File: src/rtl/coincidence_recorder_pkg.sv
// coincidence_recorder_pkg: recorder CSR bit map, scan-controller status/command bit map
// and the scan FSM state type shared by the coincidence scan controller slice.
// Optional feature macro: COINCIDENCE_SCAN_AUTO_REALIGN_EN (adds the REALIGN state).
package coincidence_recorder_pkg;

   // Recorder CSR write-data fields
   localparam int REC_START_BIT       = 31;
   localparam int REC_COINCIDENCE_BIT = 30;
   localparam int REC_REALIGN_BIT     = 29;
   localparam int REC_MUXSEL_LSB      = 24;
   // Recorder CSR read-data fields
   localparam int REC_BUSY_BIT        = 31;

   localparam logic [31:0] REC_START_WORD   = 32'h1 << REC_START_BIT;
   localparam logic [31:0] REC_COIN_WORD    = 32'h1 << REC_COINCIDENCE_BIT;
   localparam logic [31:0] REC_REALIGN_WORD = 32'h1 << REC_REALIGN_BIT;

   // Host command fields written to this block
   localparam int HOST_START_BIT = 31;
   localparam int HOST_ABORT_BIT = 30;
   localparam int HOST_CHAN_LSB  = 24;

   // Status word fields read back by the host
   localparam int STAT_SCAN_BUSY_BIT = 31;
   localparam int STAT_TIMEOUT_BIT   = 30;
   localparam int STAT_NO_EDGE_BIT   = 29;
   localparam int STAT_FOUND_BIT     = 28;
   localparam int STAT_EDGE_W        = 16;

   typedef enum logic [2:0] {
      IDLE,
      ARM,
      WAIT_CLR,
      SEL,
      SETTLE,
      EVAL,
      COIN
`ifdef COINCIDENCE_SCAN_AUTO_REALIGN_EN
      , REALIGN
`endif
   } scanState_t;

endpackage

File: src/rtl/coincidence_scan_controller_if.sv
// coincidence_scan_controller_if: one CSR port (write strobe, write data, read status).
// Used twice: host -> controller (controller is slave) and controller -> recorder (master).
interface coincidence_scan_controller_if;
   logic        csrStrobe;
   logic [31:0] gpioOut;
   logic [31:0] csr;

   modport master (output csrStrobe, output gpioOut, input csr);
   modport slave  (input csrStrobe, input gpioOut, output csr);
endinterface

File: src/rtl/coincidence_scan_controller_bit_sync.sv
// bit_sync: two-flop synchronizer for a single level signal crossing into clk's domain.
module bit_sync (
   input  logic clk,
   input  logic rst,
   input  logic asyncIn,
   output logic syncOut
);
   (* ASYNC_REG = "TRUE" *) logic meta;
   (* ASYNC_REG = "TRUE" *) logic sync;

   // Two back-to-back flops give the first one a full cycle to resolve metastability.
   always_ff @(posedge clk) begin
      if (rst) begin
         meta <= 1'b0;
         sync <= 1'b0;
      end else begin
         meta <= asyncIn;
         sync <= meta;
      end
   end

   assign syncOut = sync;
endmodule

File: src/rtl/coincidence_scan_controller.sv
// coincidence_scan_controller: host-commanded sequencer that runs one recorder acquisition,
// reads every histogram bin of one channel (bin N-1 first as the wrap-around predecessor
// of bin 0), finds the lowest rising edge against a threshold and programs the recorder's
// coincidence sample count. Optional macro COINCIDENCE_SCAN_AUTO_REALIGN_EN appends a
// realign write after the coincidence write.
module coincidence_scan_controller
   import coincidence_recorder_pkg::*;
#(
   parameter int SAMPLE_CLKS_PER_COINCIDENCE = 80,
   parameter int CHANNEL_COUNT               = 2,
   parameter int SUM_WIDTH                   = 12,
   parameter int READ_SETTLE_CYCLES          = 8,
   parameter int ARM_TIMEOUT                 = 1024,
   parameter int ACQ_TIMEOUT                 = 16777215
) (
   input logic                           sysClk,
   input logic                           sysReset,
   coincidence_scan_controller_if.slave  sysBus,
   coincidence_scan_controller_if.master recBus
);
   localparam int N        = SAMPLE_CLKS_PER_COINCIDENCE;
   localparam int ADDR_W   = $clog2(N);
   localparam int MUXSEL_W = (CHANNEL_COUNT > 1) ? $clog2(CHANNEL_COUNT) : 1;
   localparam int TMR_MAX  = (ACQ_TIMEOUT > ARM_TIMEOUT) ? ACQ_TIMEOUT : ARM_TIMEOUT;
   localparam int TMR_W    = $clog2(TMR_MAX + 1);
   localparam logic [ADDR_W-1:0] LAST_IDX = ADDR_W'(N - 1);

   scanState_t             state, stateN;
   logic [TMR_W-1:0]       tmr, tmrN;           // shared by arm/acquire timeouts, settle, realign gap
   logic [ADDR_W-1:0]      idx, idxN;
   logic                   prevPhase, prevPhaseN;
   logic                   prevHi, prevHiN;
   logic                   found, foundN;
   logic                   noEdge, noEdgeN;
   logic                   timeout, timeoutN;
   logic [STAT_EDGE_W-1:0] edgeIndex, edgeIndexN;
   logic [MUXSEL_W-1:0]    chan, chanN;
   logic [SUM_WIDTH-1:0]   thr, thrN;
   logic [SUM_WIDTH-1:0]   binCnt, binCntN;
   logic                   recStrobe, recStrobeN;
   logic [31:0]            recData, recDataN;
   logic [31:0]            selWord;
   logic                   busyS, hi, hostStart, hostAbort;
   logic                   unusedBits;

   bit_sync uBusySync (
      .clk     (sysClk),
      .rst     (sysReset),
      .asyncIn (recBus.csr[REC_BUSY_BIT]),
      .syncOut (busyS)
   );

   // Abort wins over a simultaneous start.
   assign hostAbort  = sysBus.csrStrobe && sysBus.gpioOut[HOST_ABORT_BIT];
   assign hostStart  = sysBus.csrStrobe && sysBus.gpioOut[HOST_START_BIT] && !hostAbort;
   assign hi         = (binCnt >= thr);
   assign unusedBits = ^{sysBus.gpioOut, recBus.csr};

   // Bin-select word: channel mux field plus bin index, everything else zero.
   always_comb begin
      selWord = '0;
      selWord[REC_MUXSEL_LSB +: MUXSEL_W] = chan;
      selWord[ADDR_W-1:0]                 = idx;
   end

   // Host-visible status word.
   always_comb begin
      sysBus.csr                     = '0;
      sysBus.csr[STAT_SCAN_BUSY_BIT] = (state != IDLE);
      sysBus.csr[STAT_TIMEOUT_BIT]   = timeout;
      sysBus.csr[STAT_NO_EDGE_BIT]   = noEdge;
      sysBus.csr[STAT_FOUND_BIT]     = found;
      sysBus.csr[STAT_EDGE_W-1:0]    = edgeIndex;
   end

   assign recBus.csrStrobe = recStrobe;
   assign recBus.gpioOut   = recData;

   // Next-state, counter and recorder-write decisions for the scan sequence.
   always_comb begin
      // NOTE: every variable gets its hold/default value first so no path can infer a latch.
      stateN     = state;
      tmrN       = tmr;
      idxN       = idx;
      prevPhaseN = prevPhase;
      prevHiN    = prevHi;
      foundN     = found;
      noEdgeN    = noEdge;
      timeoutN   = timeout;
      edgeIndexN = edgeIndex;
      chanN      = chan;
      thrN       = thr;
      binCntN    = binCnt;
      recStrobeN = 1'b0;
      recDataN   = recData;

      case (state)
         IDLE: if (hostStart) begin
            stateN   = ARM;
            tmrN     = '0;
            chanN    = sysBus.gpioOut[HOST_CHAN_LSB +: MUXSEL_W];
            thrN     = sysBus.gpioOut[SUM_WIDTH-1:0];
            timeoutN = 1'b0;
            noEdgeN  = 1'b0;
            foundN   = 1'b0;
         end
         // First ARM cycle issues the start write, which keeps a gap after any prior strobe.
         ARM: begin
            if (tmr == '0) begin
               recStrobeN = 1'b1;
               recDataN   = REC_START_WORD;
               tmrN       = TMR_W'(1);
            end else if (busyS) begin
               stateN = WAIT_CLR;
               tmrN   = '0;
            end else if (tmr == TMR_W'(ARM_TIMEOUT)) begin
               timeoutN = 1'b1;
               stateN   = IDLE;
            end else begin
               tmrN = tmr + 1'b1;
            end
         end
         WAIT_CLR: begin
            if (!busyS) begin
               stateN     = SEL;
               idxN       = LAST_IDX;
               prevPhaseN = 1'b1;
            end else if (tmr == TMR_W'(ACQ_TIMEOUT - 1)) begin
               timeoutN = 1'b1;
               stateN   = IDLE;
            end else begin
               tmrN = tmr + 1'b1;
            end
         end
         SEL: begin
            recStrobeN = 1'b1;
            recDataN   = selWord;
            tmrN       = '0;
            stateN     = SETTLE;
         end
         SETTLE: begin
            if (tmr == TMR_W'(READ_SETTLE_CYCLES - 1)) begin
               binCntN = recBus.csr[SUM_WIDTH-1:0];
               stateN  = EVAL;
            end else begin
               tmrN = tmr + 1'b1;
            end
         end
         EVAL: begin
            prevHiN = hi;
            if (prevPhase) begin
               idxN       = '0;
               prevPhaseN = 1'b0;
               stateN     = SEL;
            end else begin
               if (!found && hi && !prevHi) begin
                  foundN     = 1'b1;
                  edgeIndexN = STAT_EDGE_W'(idx);
               end
               if (idx == LAST_IDX) begin
                  if (foundN) begin
                     stateN = COIN;
                  end else begin
                     noEdgeN = 1'b1;
                     stateN  = IDLE;
                  end
               end else begin
                  idxN   = idx + 1'b1;
                  stateN = SEL;
               end
            end
         end
         COIN: begin
            recStrobeN = 1'b1;
            recDataN   = REC_COIN_WORD | 32'(edgeIndex);
`ifdef COINCIDENCE_SCAN_AUTO_REALIGN_EN
            tmrN       = '0;
            stateN     = REALIGN;
`else
            stateN     = IDLE;
`endif
         end
`ifdef COINCIDENCE_SCAN_AUTO_REALIGN_EN
         // One quiet cycle after the coincidence write, then the realign write.
         REALIGN: begin
            if (tmr == '0) begin
               tmrN = TMR_W'(1);
            end else begin
               recStrobeN = 1'b1;
               recDataN   = REC_REALIGN_WORD;
               stateN     = IDLE;
            end
         end
`endif
         default: stateN = IDLE;
      endcase

      // Abort drops to IDLE with no further writes and leaves the status flags as they were.
      if (hostAbort) begin
         stateN     = IDLE;
         recStrobeN = 1'b0;
         recDataN   = recData;
         foundN     = found;
         noEdgeN    = noEdge;
         timeoutN   = timeout;
         edgeIndexN = edgeIndex;
      end
   end

   // State and datapath registers with synchronous reset.
   always_ff @(posedge sysClk) begin
      // NOTE: non-blocking assignments so every register samples pre-edge values.
      if (sysReset) begin
         state     <= IDLE;
         tmr       <= '0;
         idx       <= '0;
         prevPhase <= 1'b0;
         prevHi    <= 1'b0;
         found     <= 1'b0;
         noEdge    <= 1'b0;
         timeout   <= 1'b0;
         edgeIndex <= '0;
         chan      <= '0;
         thr       <= '0;
         binCnt    <= '0;
         recStrobe <= 1'b0;
         recData   <= '0;
      end else begin
         state     <= stateN;
         tmr       <= tmrN;
         idx       <= idxN;
         prevPhase <= prevPhaseN;
         prevHi    <= prevHiN;
         found     <= foundN;
         noEdge    <= noEdgeN;
         timeout   <= timeoutN;
         edgeIndex <= edgeIndexN;
         chan      <= chanN;
         thr       <= thrN;
         binCnt    <= binCntN;
         recStrobe <= recStrobeN;
         recData   <= recDataN;
      end
   end

endmodule
File: src/flat_wrapper.sv
// flat-port wrapper written by rule: the top's interface ports become plain ports
module coincidence_scan_controller_flat import coincidence_recorder_pkg::*;
#(
   parameter int SAMPLE_CLKS_PER_COINCIDENCE = 80,
   parameter int CHANNEL_COUNT               = 2,
   parameter int SUM_WIDTH                   = 12,
   parameter int READ_SETTLE_CYCLES          = 8,
   parameter int ARM_TIMEOUT                 = 1024,
   parameter int ACQ_TIMEOUT                 = 16777215
)
  (sysClk, sysReset, sysBus_csrStrobe, sysBus_gpioOut, sysBus_csr, recBus_csrStrobe, recBus_gpioOut, recBus_csr);
  coincidence_scan_controller_if sysBus_i ();
  coincidence_scan_controller_if recBus_i ();
  input logic sysClk;
  input logic sysReset;
  input wire logic [$bits(sysBus_i.csrStrobe)-1:0] sysBus_csrStrobe;
  input wire logic [$bits(sysBus_i.gpioOut)-1:0] sysBus_gpioOut;
  output wire logic [$bits(sysBus_i.csr)-1:0] sysBus_csr;
  output wire logic [$bits(recBus_i.csrStrobe)-1:0] recBus_csrStrobe;
  output wire logic [$bits(recBus_i.gpioOut)-1:0] recBus_gpioOut;
  input wire logic [$bits(recBus_i.csr)-1:0] recBus_csr;
  assign sysBus_i.csrStrobe = sysBus_csrStrobe;
  assign sysBus_i.gpioOut = sysBus_gpioOut;
  assign sysBus_csr = sysBus_i.csr;
  assign recBus_csrStrobe = recBus_i.csrStrobe;
  assign recBus_gpioOut = recBus_i.gpioOut;
  assign recBus_i.csr = recBus_csr;
  coincidence_scan_controller #(.SAMPLE_CLKS_PER_COINCIDENCE(SAMPLE_CLKS_PER_COINCIDENCE), .CHANNEL_COUNT(CHANNEL_COUNT), .SUM_WIDTH(SUM_WIDTH), .READ_SETTLE_CYCLES(READ_SETTLE_CYCLES), .ARM_TIMEOUT(ARM_TIMEOUT), .ACQ_TIMEOUT(ACQ_TIMEOUT)) u_core (.sysClk(sysClk), .sysReset(sysReset), .sysBus(sysBus_i), .recBus(recBus_i));
endmodule
File: config.mk
export PLATFORM = sky130hd
export DESIGN_NAME = coincidence_scan_controller_flat
export DESIGN_NICKNAME = d
export VERILOG_FILES = /design/src/rtl/coincidence_recorder_pkg.sv /design/src/rtl/coincidence_scan_controller_if.sv /design/src/rtl/coincidence_scan_controller_bit_sync.sv /design/src/rtl/coincidence_scan_controller.sv /design/src/flat_wrapper.sv
export SDC_FILE = /design/constraint.sdc
export NUM_CORES = 1
export LEC_CHECK = 0
export CAP_MARGIN = 10
export CORE_MARGIN = 1.5
export CORE_UTILIZATION = 44
export CTS_CLUSTER_DIAMETER = 50
export CTS_CLUSTER_SIZE = 8
export DETAILED_ROUTE_END_ITERATION = 12
export PLACE_DENSITY = 0.77
export SKIP_CTS_REPAIR_TIMING = 1
export SLEW_MARGIN = 10
export SYNTH_ARGS = -nofsm -noshare
export SYNTH_HDL_FRONTEND = slang
export SYNTH_SLANG_ARGS = --single-unit
File: constraint.sdc
create_clock -name sysClk -period 2.1 [get_ports sysClk]
set_input_delay 0.21 -clock sysClk [delete_from_list [all_inputs] [get_ports sysClk]]
set_output_delay 0.21 -clock sysClk [all_outputs]
set_load 0.1 [all_outputs]
==> impl_metrics.tcl, run 1 <==
set metrics [dict create \
    status "complete, no violations" \
    grt_pass1_vias 4310 \
    clkPwrFrac_pct 30.2 \
    dr.pass1.iters 5 \
    cts_sinks 84 \
    rows 38 \
    clk_pin_slew_worst_paths_ps 90 \
    p_leak_nw 2.36 \
    pwr-share-comb_pct 28.8 \
    start_util_pct 45.4 \
    p_sw_share_pct 36.8 \
    grt_max_degree 27 \
    wire_per_inst_um 15.2 \
    dp_hpwl_um 9140 \
    crit_type "reg2reg" \
    path_max_fanout 7 \
    drt-initial-drc-count 252 \
    power_frac_seq_pct 41.0 \
    min_path_type "in2reg" \
    cap_violations 0 \
    finalMaxSlewViolations 0 \
    synth.area.top_cells "dfxtp_1 34%, buf_4 7.3%, a21oi_1 6.0%, nand2_1 4.7%, ha_1 4.0%" \
    multi_input_area_um2 3060 \
    finalNonFillerCells 837 \
    use_met2_pct 34.1 \
    yosysMostFrequentCell "dfxtp_1" \
    setup_viol 0 \
    n_antenna_cell 0 \
    cts_htree_levels 3 \
    regArea_um2 1710 \
    yosys-top-cells-count "84 x dfxtp_1, 62 x nand2_1, 59 x a21oi_1" \
    p_switching_mw 1.48 \
    slew_headroom_pct 65.5 \
    min_period_ps 2070 \
    avgViaCountPerCell 5.47 \
    numCtsBuffers 9 \
    num_vias 4578 \
    synth_top_flop_cell "dfxtp_1" \
    power.total_mw 4.03 \
    grt_busiest_layer "met2" \
    dieArea_um2 11900 \
    synth_seq_cells 84 \
    root_buffer "clkbuf_8" \
    worstMarginPinSlew_ps 517 \
    worstSetupEndpointType "flop" \
    ir_drop_v 0.000549 \
    grtUsageMet1_pct 26.2 \
    syn_area_um2 4950 \
    synth-edff-count 0 \
    synthCells 594 \
    synth_area_per_cell_um2 8.33 \
    use_met3_pct 5.08 \
    rsz0062_at_grt "true" \
    drive_gt1_share_pct 26.8 \
    nFillCells 935 \
    synthDistinctLibCells 72 \
    fp.dieW_um 109 \
    async_flop_share_pct 0 \
    drc 0 \
    gr-total-overflow 0 \
    coreArea_um2 10900 \
    worstSkewPairLatency_ps 380 \
    cts_tree "done" \
    dpl.cell_count 809 \
    ant_nets 0 \
    grt_pass1_wl_um 19700 \
    worstSetupStartpointType "flop" \
    cp.arrival_ps 2370 \
    syn_to_final_growth_pct 26.6 \
    hold_viol_final 0 \
    final_util_pct 57.5 \
    yosysWarnings 0 \
    yosysSeqAreaShare_pct 34.0 \
    p_int_mw 2.55 \
    gp_congestion 0.848 \
    power_density_nw_per_um2 644 \
    drt_wl_total_um 12700 \
    critPathRequiredTime_ps 2400 \
    io_buffer_count 52 \
    io_pins 132 \
    clock_skew_ps 12.2 \
    clockBufferDepth 2 \
    finalCritPeriodShare_pct 98.6 \
    synth_top_area_cell "dfxtp_1" \
    grt_use_total_pct 21.1 \
    die_y_um 109 \
    antenna_found_initial 0 \
    max_freq_ghz 0.483 \
    synth_top_area_share_pct 34.0 \
    fin_nets 775 \
]
power by group through the flow:
stage,clock network [mW],registers [mW],logic (mW)
after floorplan,0,1.71,0.817
after global placement,0,1.69,1.02
after detailed placement,0,1.69,1.04
after CTS,1.24,1.65,1.04
after global routing,1.29,1.66,1.22
final,1.22,1.65,1.16
layer usage:
layer,part of all wire (%),vias to the layer above
li1,-,2229
met1,43,2186
met2,50,135
met3,5.1,28
met4,2.6,0
met5,0,-
sequential cells by signal (all words and copies together) (netlist names):
register                  count
u_core.tmr                   24
u_core.binCnt                12
u_core.thr                   12
u_core.recBus.gpioOut        10
u_core.edgeIndex              7
u_core.idx                    7
u_core.state                  3
u_core.chan                   1
u_core.found                  1
u_core.noEdge                 1
u_core.prevHi                 1
u_core.prevPhase              1
u_core.recBus.csrStrobe       1
u_core.timeout                1
u_core.uBusySync.meta         1
u_core.uBusySync.syncOut      1
through the flow:
| step | hold slack (ps) | worst slack, ps | area (um2) | TNS [ps] |
|---|---|---|---|---|
| after floorplan | 338 | 17.7 | 5110 | 0 |
| after global placement | 442 | -292 | 5700 | -4070 |
| after detailed placement | 452 | -335 | 5700 | -5080 |
| after CTS | 238 | -377 | 5910 | -5220 |
| after global routing | 275 | -43.4 | 6260 | -212 |
| final | 258 | 28.9 | 6260 | 0 |
final cells by class:
type	instances	area share [%]
Sequential cell	84	27.2
Timing Repair Buffer	117	16.3
Clock inverter	7	1.30
Tap cell	140	2.80
Clock buffer	9	1.98
Inverter	25	1.50
Multi-Input combinational cell	455	48.9
cells in the final DEF, fill, tap and decap left out, types with 6 or more instances in the layout:
cell / instances
nor2_2: 11
clkbuf_8: 9
nand2b_1: 10
nand4_1: 10
nor4_4: 6
mux2i_1: 12
nor2_1: 35
a21oi_1: 52
nor3_1: 13
buf_4: 79
ha_1: 15
a21oi_2: 7
nand2_1: 62
a22o_1: 8
nor2b_1: 6
o21ai_0: 18
inv_1: 22
o21ai_1: 8
or3_1: 8
xor2_1: 8
nand3_1: 23
clkdlybuf4s50_1: 29
conb_1: 43
dfxtp_2: 13
dfxtp_1: 69
worst paths after layout:
check,start,slack [ps],cells past startpoint,end
setup / recovery,u_core.tmr[0]$_SDFFE_PP0P_,30,10,u_core.tmr[10]$_SDFFE_PP0P_
hold / removal,sysReset,260,2,u_core.uBusySync.meta$_SDFF_PP0_
setup reg to reg,u_core.tmr[0]$_SDFFE_PP0P_,30,10,u_core.tmr[10]$_SDFFE_PP0P_
hold reg to reg,u_core.thr[1]$_SDFFE_PP0P_,470,2,u_core.thr[1]$_SDFFE_PP0P_
worst max-delay path, cell delays in order (launching register included):
cell     delay [ps]
dfxtp_2         340
inv_2            50
buf_4           150
ha_1            200
inv_2            70
nor4_4           40
a21oi_4         260
o21ai_2         100
buf_4           160
or4_1           450
a21oi_2         170
cell families (layout without fill, tap and decap cells):
kind of cell | count (synthesis) | after routing | synth area share, %
DFF | 84 | 84 | 34.0
xor gates and xnor gates | 10 | 10 | 1.77
and+or+nand+nor | 226 | 227 | 26.3
adders and majority gates | 16 | 16 | 4.05
muxes | 12 | 12 | 2.43
AOI/OAI and AO/OA | 145 | 147 | 19.2
buffers and inverters | 100 | 158 | 12.2
other | 1 | 43 | 0.0758
Note: power is estimated with default switching activity, not from simulation.
==> run 2, diff against run 1 <==
--- a/config.mk
+++ b/config.mk
@@ -11,9 +11,10 @@
 export CTS_CLUSTER_DIAMETER = 50
 export CTS_CLUSTER_SIZE = 8
 export DETAILED_ROUTE_END_ITERATION = 12
-export PLACE_DENSITY = 0.77
+export PLACE_DENSITY = 0.83
 export SKIP_CTS_REPAIR_TIMING = 1
 export SLEW_MARGIN = 10
 export SYNTH_ARGS = -nofsm -noshare
 export SYNTH_HDL_FRONTEND = slang
 export SYNTH_SLANG_ARGS = --single-unit
+export TNS_END_PERCENT = 30
==> impl_metrics.tcl, run 2 (same netlist as run 1, synthesis figures left out) <==
set metrics [dict create \
    status "finished, violations left" \
    failed_checks "setup timing" \
    cts_tree "done" \
    place_area_um2 5650 \
    grt_max_degree 31 \
    gp_congestion 0.888 \
    worstSkewPairLatency_ps 380 \
    io_buffer_count 52 \
    min_period_ps 2130 \
    fp.dieW_um 109 \
    critPathRequiredTime_ps 2400 \
    largest_reg_flops 24 \
    final_cell_mix "77 x dfxtp_1, 73 x buf_4, 61 x nand2_1" \
    drc 0 \
    setup_viol 2 \
    drt_wl_total_um 12800 \
    grt_pass1_vias 4190 \
    regMostFlops "u_core.tmr" \
    clk_pin_slew_worst_paths_ps 80 \
    coreArea_um2 10900 \
    grt_pass1_wl_um 19700 \
    p_leak_nw 2.32 \
    rsz0062_at_grt "true" \
    slew_headroom_pct 65.7 \
    rows 38 \
    hold_viol_final 0 \
    finalCritPeriodShare_pct 102 \
    finalInstanceArea_um2 6100 \
    crit_type "reg2reg" \
    io_pins 132 \
    numCtsBuffers 9 \
    dr.pass1.iters 6 \
    gr-total-overflow 0 \
    drt-initial-drc-count 272 \
    die_y_um 109 \
    cap_violations 0 \
    dieArea_um2 11900 \
    max_freq_ghz 0.469 \
    root_buffer "clkbuf_8" \
    wire_per_inst_um 15.5 \
    finalMaxSlewViolations 0 \
    fin_nets 767 \
    grt_use_total_pct 21.1 \
    n_antenna_cell 0 \
    start_util_pct 45.4 \
    min-delay-start "sysReset" \
    power_density_nw_per_um2 639 \
    worstMarginPinSlew_ps 510 \
    hold_ws_ps 183 \
    cts_htree_levels 3 \
    antenna_found_initial 0 \
    drive_gt1_share_pct 23.7 \
    regToRegStartpoint "u_core.state[1]$_SDFFE_PP0P_" \
    nFillCells 935 \
    clockBufferDepth 2 \
    worstSetupEndpointType "flop" \
    ant_nets 0 \
    min_path_type "in2reg" \
    avgViaCountPerCell 5.53 \
    setup_slack_ps -33.6 \
    path_max_fanout 9 \
    cts_sinks 84 \
    syn_to_final_growth_pct 23.3 \
    num_vias 4580 \
    startpoint "u_core.state[1]$_SDFFE_PP0P_" \
    reg_top3 "u_core.tmr x24, u_core.binCnt x12, u_core.thr x12" \
    cp.arrival_ps 2430 \
    ir_drop_v 0.000439 \
    final_common_cell "dfxtp_1" \
    clock_skew_ps 12.2 \
    worstSetupStartpointType "flop" \
    dp_hpwl_um 9060 \
]
## run 2: path summary, 6_finish.rpt
check	end	slack, ps	cells past startpoint
max reg2reg	u_core.tmr[10]$_SDFFE_PP0P_	-30	9
min	u_core.uBusySync.meta$_SDFF_PP0_	180	2
min reg2reg	u_core.thr[3]$_SDFFE_PP0P_	460	2
max	u_core.tmr[10]$_SDFFE_PP0P_	-30	9
## run 2: area by class of cell
type                    instances  area, um2  area share [%]
multi-input cells             452       2960            48.5
flip-flops and latches         84       1690            27.7
repair buffers                112        993            16.3
well taps                     140        175            2.87
clock buffers                   9        124            2.03
inverters                      25       93.8            1.54
clock inverters                 6       65.1            1.07
## run 2: metal layers
layer | global-route usage (%) | vias up | routed length [um]
met3 | 4.54 | 16 | 853
met1 | 25.9 | 2178 | 5170
met4 | 8.65 | 0 | 208
met2 | 35.5 | 191 | 6610
li1 | - | 2195 | -
met5 | 0 | - | 0
## run 2: metrics by stage
step           cells  util, %  setup TNS, ps  power [mW]  worst slack [ps]
2_1_floorplan    636        -              0        2.52              17.7
3_3_place_gp     804     51.9           -564        2.69             -77.6
3_5_place_dp     804     51.9          -1220        2.71              -120
4_1_cts          819     53.7          -1280        3.85              -170
5_1_grt          828     56.0           -588        4.05             -73.1
6_report         828     56.0          -38.3        3.90             -33.6
## run 2: critical path, cell delays in order, from the launching register on
cell      delay (ps)
dfxtp_1          370
buf_4            190
inv_2            100
o21ai_0          140
o21bai_1         290
buf_4            210
o21ai_1           60
buf_4            170
or4_1            390
a21oi_1          140
## run 2: power breakdown
group	internal, mW	switching [mW]	leakage, nW
Clock	0.545	0.611	0.0955
Combinational	0.314	0.771	1.54
Sequential	1.62	0.0340	0.682
Total	2.48	1.42	2.32
==> run 3, diff against run 2 <==
--- a/config.mk
+++ b/config.mk
@@ -5,13 +5,14 @@
 export SDC_FILE = /design/constraint.sdc
 export NUM_CORES = 1
 export LEC_CHECK = 0
+export ABC_AREA = 1
 export CAP_MARGIN = 10
 export CORE_MARGIN = 1.5
-export CORE_UTILIZATION = 44
+export CORE_UTILIZATION = 45
 export CTS_CLUSTER_DIAMETER = 50
 export CTS_CLUSTER_SIZE = 8
 export DETAILED_ROUTE_END_ITERATION = 12
-export PLACE_DENSITY = 0.83
+export PLACE_DENSITY = 0.84
 export SKIP_CTS_REPAIR_TIMING = 1
 export SLEW_MARGIN = 10
 export SYNTH_ARGS = -nofsm -noshare
==> impl_metrics.tcl, run 3 <==
set metrics [dict create \
    finalNonFillerCells 967 \
    cts_tree "done" \
    critPathRequiredTime_ps 2410 \
    drc 0 \
    yosysWarnings 0 \
    min-delay-start "recBus_csr[31]" \
    p_leak_nw 2.45 \
    drive_gt1_share_pct 9.07 \
    gr-total-overflow 0 \
    status "complete, no violations" \
    min_period_ps 1930 \
    fin_nets 905 \
    io_buffer_count 52 \
    worstSetupStartpointType "flop" \
    clockBufferDepth 2 \
    crit_chain "ha_2 > inv_1 > nor2_1 > nand2_1 > nor2_1 > nand3_1 > nor3_1 > nand3_1 > nand2_1 > nand2_1 > nor2_1" \
    max_freq_ghz 0.518 \
    fp.dieW_um 109 \
    synth_top_flop_cell "dfxtp_1" \
    grt_max_degree 43 \
    synth_top_area_cell "dfxtp_1" \
    cp_slowest_cell "dfxtp_1" \
    avgViaCountPerCell 5.13 \
    yosysSeqAreaShare_pct 33.2 \
    cts_sinks 84 \
    yosysMostFrequentCell "nand2_1" \
    coreArea_um2 10900 \
    numCtsBuffers 9 \
    crit_path_max_incr_delay_ps 440 \
    cts_htree_levels 3 \
    gp_congestion 0.923 \
    async_flop_share_pct 0 \
    wire_per_inst_um 12.5 \
    pwr-share-comb_pct 29.4 \
    syn_to_final_growth_pct 14.2 \
    p_sw_share_pct 39.0 \
    cp_num_buf_inv 1 \
    rsz0062_at_grt "true" \
    finalMaxSlewViolations 0 \
    synth-edff-count 0 \
    power_density_nw_per_um2 713 \
    antenna_found_initial 0 \
    min_path_type "in2reg" \
    n_antenna_cell 0 \
    largest_reg_flops 24 \
    ir_drop_v 0.000411 \
    die_y_um 109 \
    reg_top3 "u_core.tmr x24, u_core.binCnt x12, u_core.thr x12" \
    final_cell_mix "137 x nand2_1, 107 x nor2_1, 86 x inv_1" \
    power_frac_seq_pct 41.4 \
    dpl.cell_count 951 \
    tns_ps 0 \
    crit_type "reg2reg" \
    worst_path_dominant_cell_family "simple AND/OR/NAND/NOR gates" \
    dieArea_um2 11900 \
    yosys-top-cells-count "138 x nand2_1, 109 x nor2_1, 86 x inv_1" \
    p_switching_mw 1.61 \
    rows 38 \
    regToRegStartpoint "u_core.tmr[1]$_SDFFE_PP0P_" \
    syn_area_um2 5060 \
    start_util_pct 46.5 \
    synthDistinctLibCells 35 \
    cap_violations 0 \
    setup_viol 0 \
    clk_pin_slew_worst_paths_ps 90 \
    root_buffer "clkbuf_8" \
    final_common_cell "nand2_1" \
    io_pins 132 \
    worstSkewPairLatency_ps 370 \
    dr.pass1.iters 5 \
    finalCritPeriodShare_pct 92.0 \
    grt_pass1_wl_um 19500 \
    synthCells 767 \
    synth.area.top_cells "dfxtp_1 33%, nand2_1 10%, nor2_1 8.1%, buf_4 7.1%, inv_1 6.4%" \
    dp_hpwl_um 8840 \
    drt_wl_total_um 12100 \
    clkPwrFrac_pct 29.1 \
    synth_seq_cells 84 \
    synth_area_per_cell_um2 6.60 \
    startpoint "u_core.tmr[1]$_SDFFE_PP0P_" \
    regMostFlops "u_core.tmr" \
    num_vias 4957 \
    clock_skew_ps 15.1 \
    path_max_fanout 6 \
    hold_viol_final 0 \
    synth_top_area_share_pct 33.2 \
    grt_pass1_vias 4338 \
    cp.arrival_ps 2240 \
    p_int_mw 2.52 \
    worstSetupEndpointType "flop" \
    grt_use_total_pct 20.7 \
    drt-initial-drc-count 519 \
    ant_nets 0 \
]
==> run 3: cell count changes after synthesis, sizes merged, moves of 10 or more <==
cell	delta
inv	+62
mux2i	-12
nand2	+79
nand2b	-10
nand3	+35
nor2	+67
nor4	-10
o21ai	+27
==> run 3: logic make-up (layout without fill, tap and decap cells) <==
| group | Yosys count | count (layout) | synth area share [%] |
|---|---|---|---|
| flops | 84 | 84 | 33.2 |
| other cells | 1 | 43 | 0.0741 |
| compound gates | 134 | 134 | 13.8 |
| buf+inv | 158 | 176 | 15.6 |
| simple gates | 360 | 360 | 31.0 |
| fa+ha+maj | 16 | 16 | 3.95 |
| xor+xnor | 14 | 14 | 2.42 |
==> run 3: path summary, 6_finish.rpt <==
path                            slack [ps]  cells past startpoint                             endpoint
worst max-delay path                   170                     11          u_core.tmr[18]$_SDFFE_PP0P_
worst min-delay path                   370                      3     u_core.uBusySync.meta$_SDFF_PP0_
worst max register to register         170                     11          u_core.tmr[18]$_SDFFE_PP0P_
worst min register to register         410                      2  u_core.uBusySync.syncOut$_SDFF_PP0_
==> run 3: routing by layer <==
metal	GRT usage [%]	vias to the layer above	routed length, um
met1	27.4	2228	5420
met4	7.61	0	241
met2	32.6	190	5430
met3	4.90	27	999
li1	-	2512	-
met5	0	-	0
==> run 3: layout make-up <==
class,instances,area (um2)
fillers,1067,5110
clock inverters,6,71.3
flip-flops and latches,84,1680
well taps,140,175
multi-input cells,567,2770
repair buffers,72,628
clock buffers,10,128
inverters,88,332
==> run 3: per-stage QoR <==
stage | utilization (%) | setup WS (ps) | cell area (um2) | hold slack (ps) | total power, mW
global route | 53.1 | -35.6 | 5780 | 390 | 4.32
detailed placement | 51.1 | -89.4 | 5570 | 401 | 2.94
CTS | 53.0 | -101 | 5770 | 358 | 4.13
floorplan | - | 252 | 5220 | 317 | 2.76
global placement | 51.1 | -61.6 | 5570 | 392 | 2.93
finish | 53.1 | 168 | 5780 | 371 | 4.12
==> run 3: power by group through the flow <==
stage          combinational, mW  sequential [mW]  clock, mW
3_5_place_dp                1.19             1.74          0
2_1_floorplan              0.990             1.77          0
4_1_cts                     1.20             1.71       1.22
5_1_grt                     1.31             1.72       1.29
3_3_place_gp                1.18             1.74          0
6_report                    1.21             1.71       1.20
==> run 3: tightest hold or removal path: cells and delay by family <==
kind,cells,cell delay (ps)
buffers and inverters,2,450
AND/OR/NAND/NOR,1,30
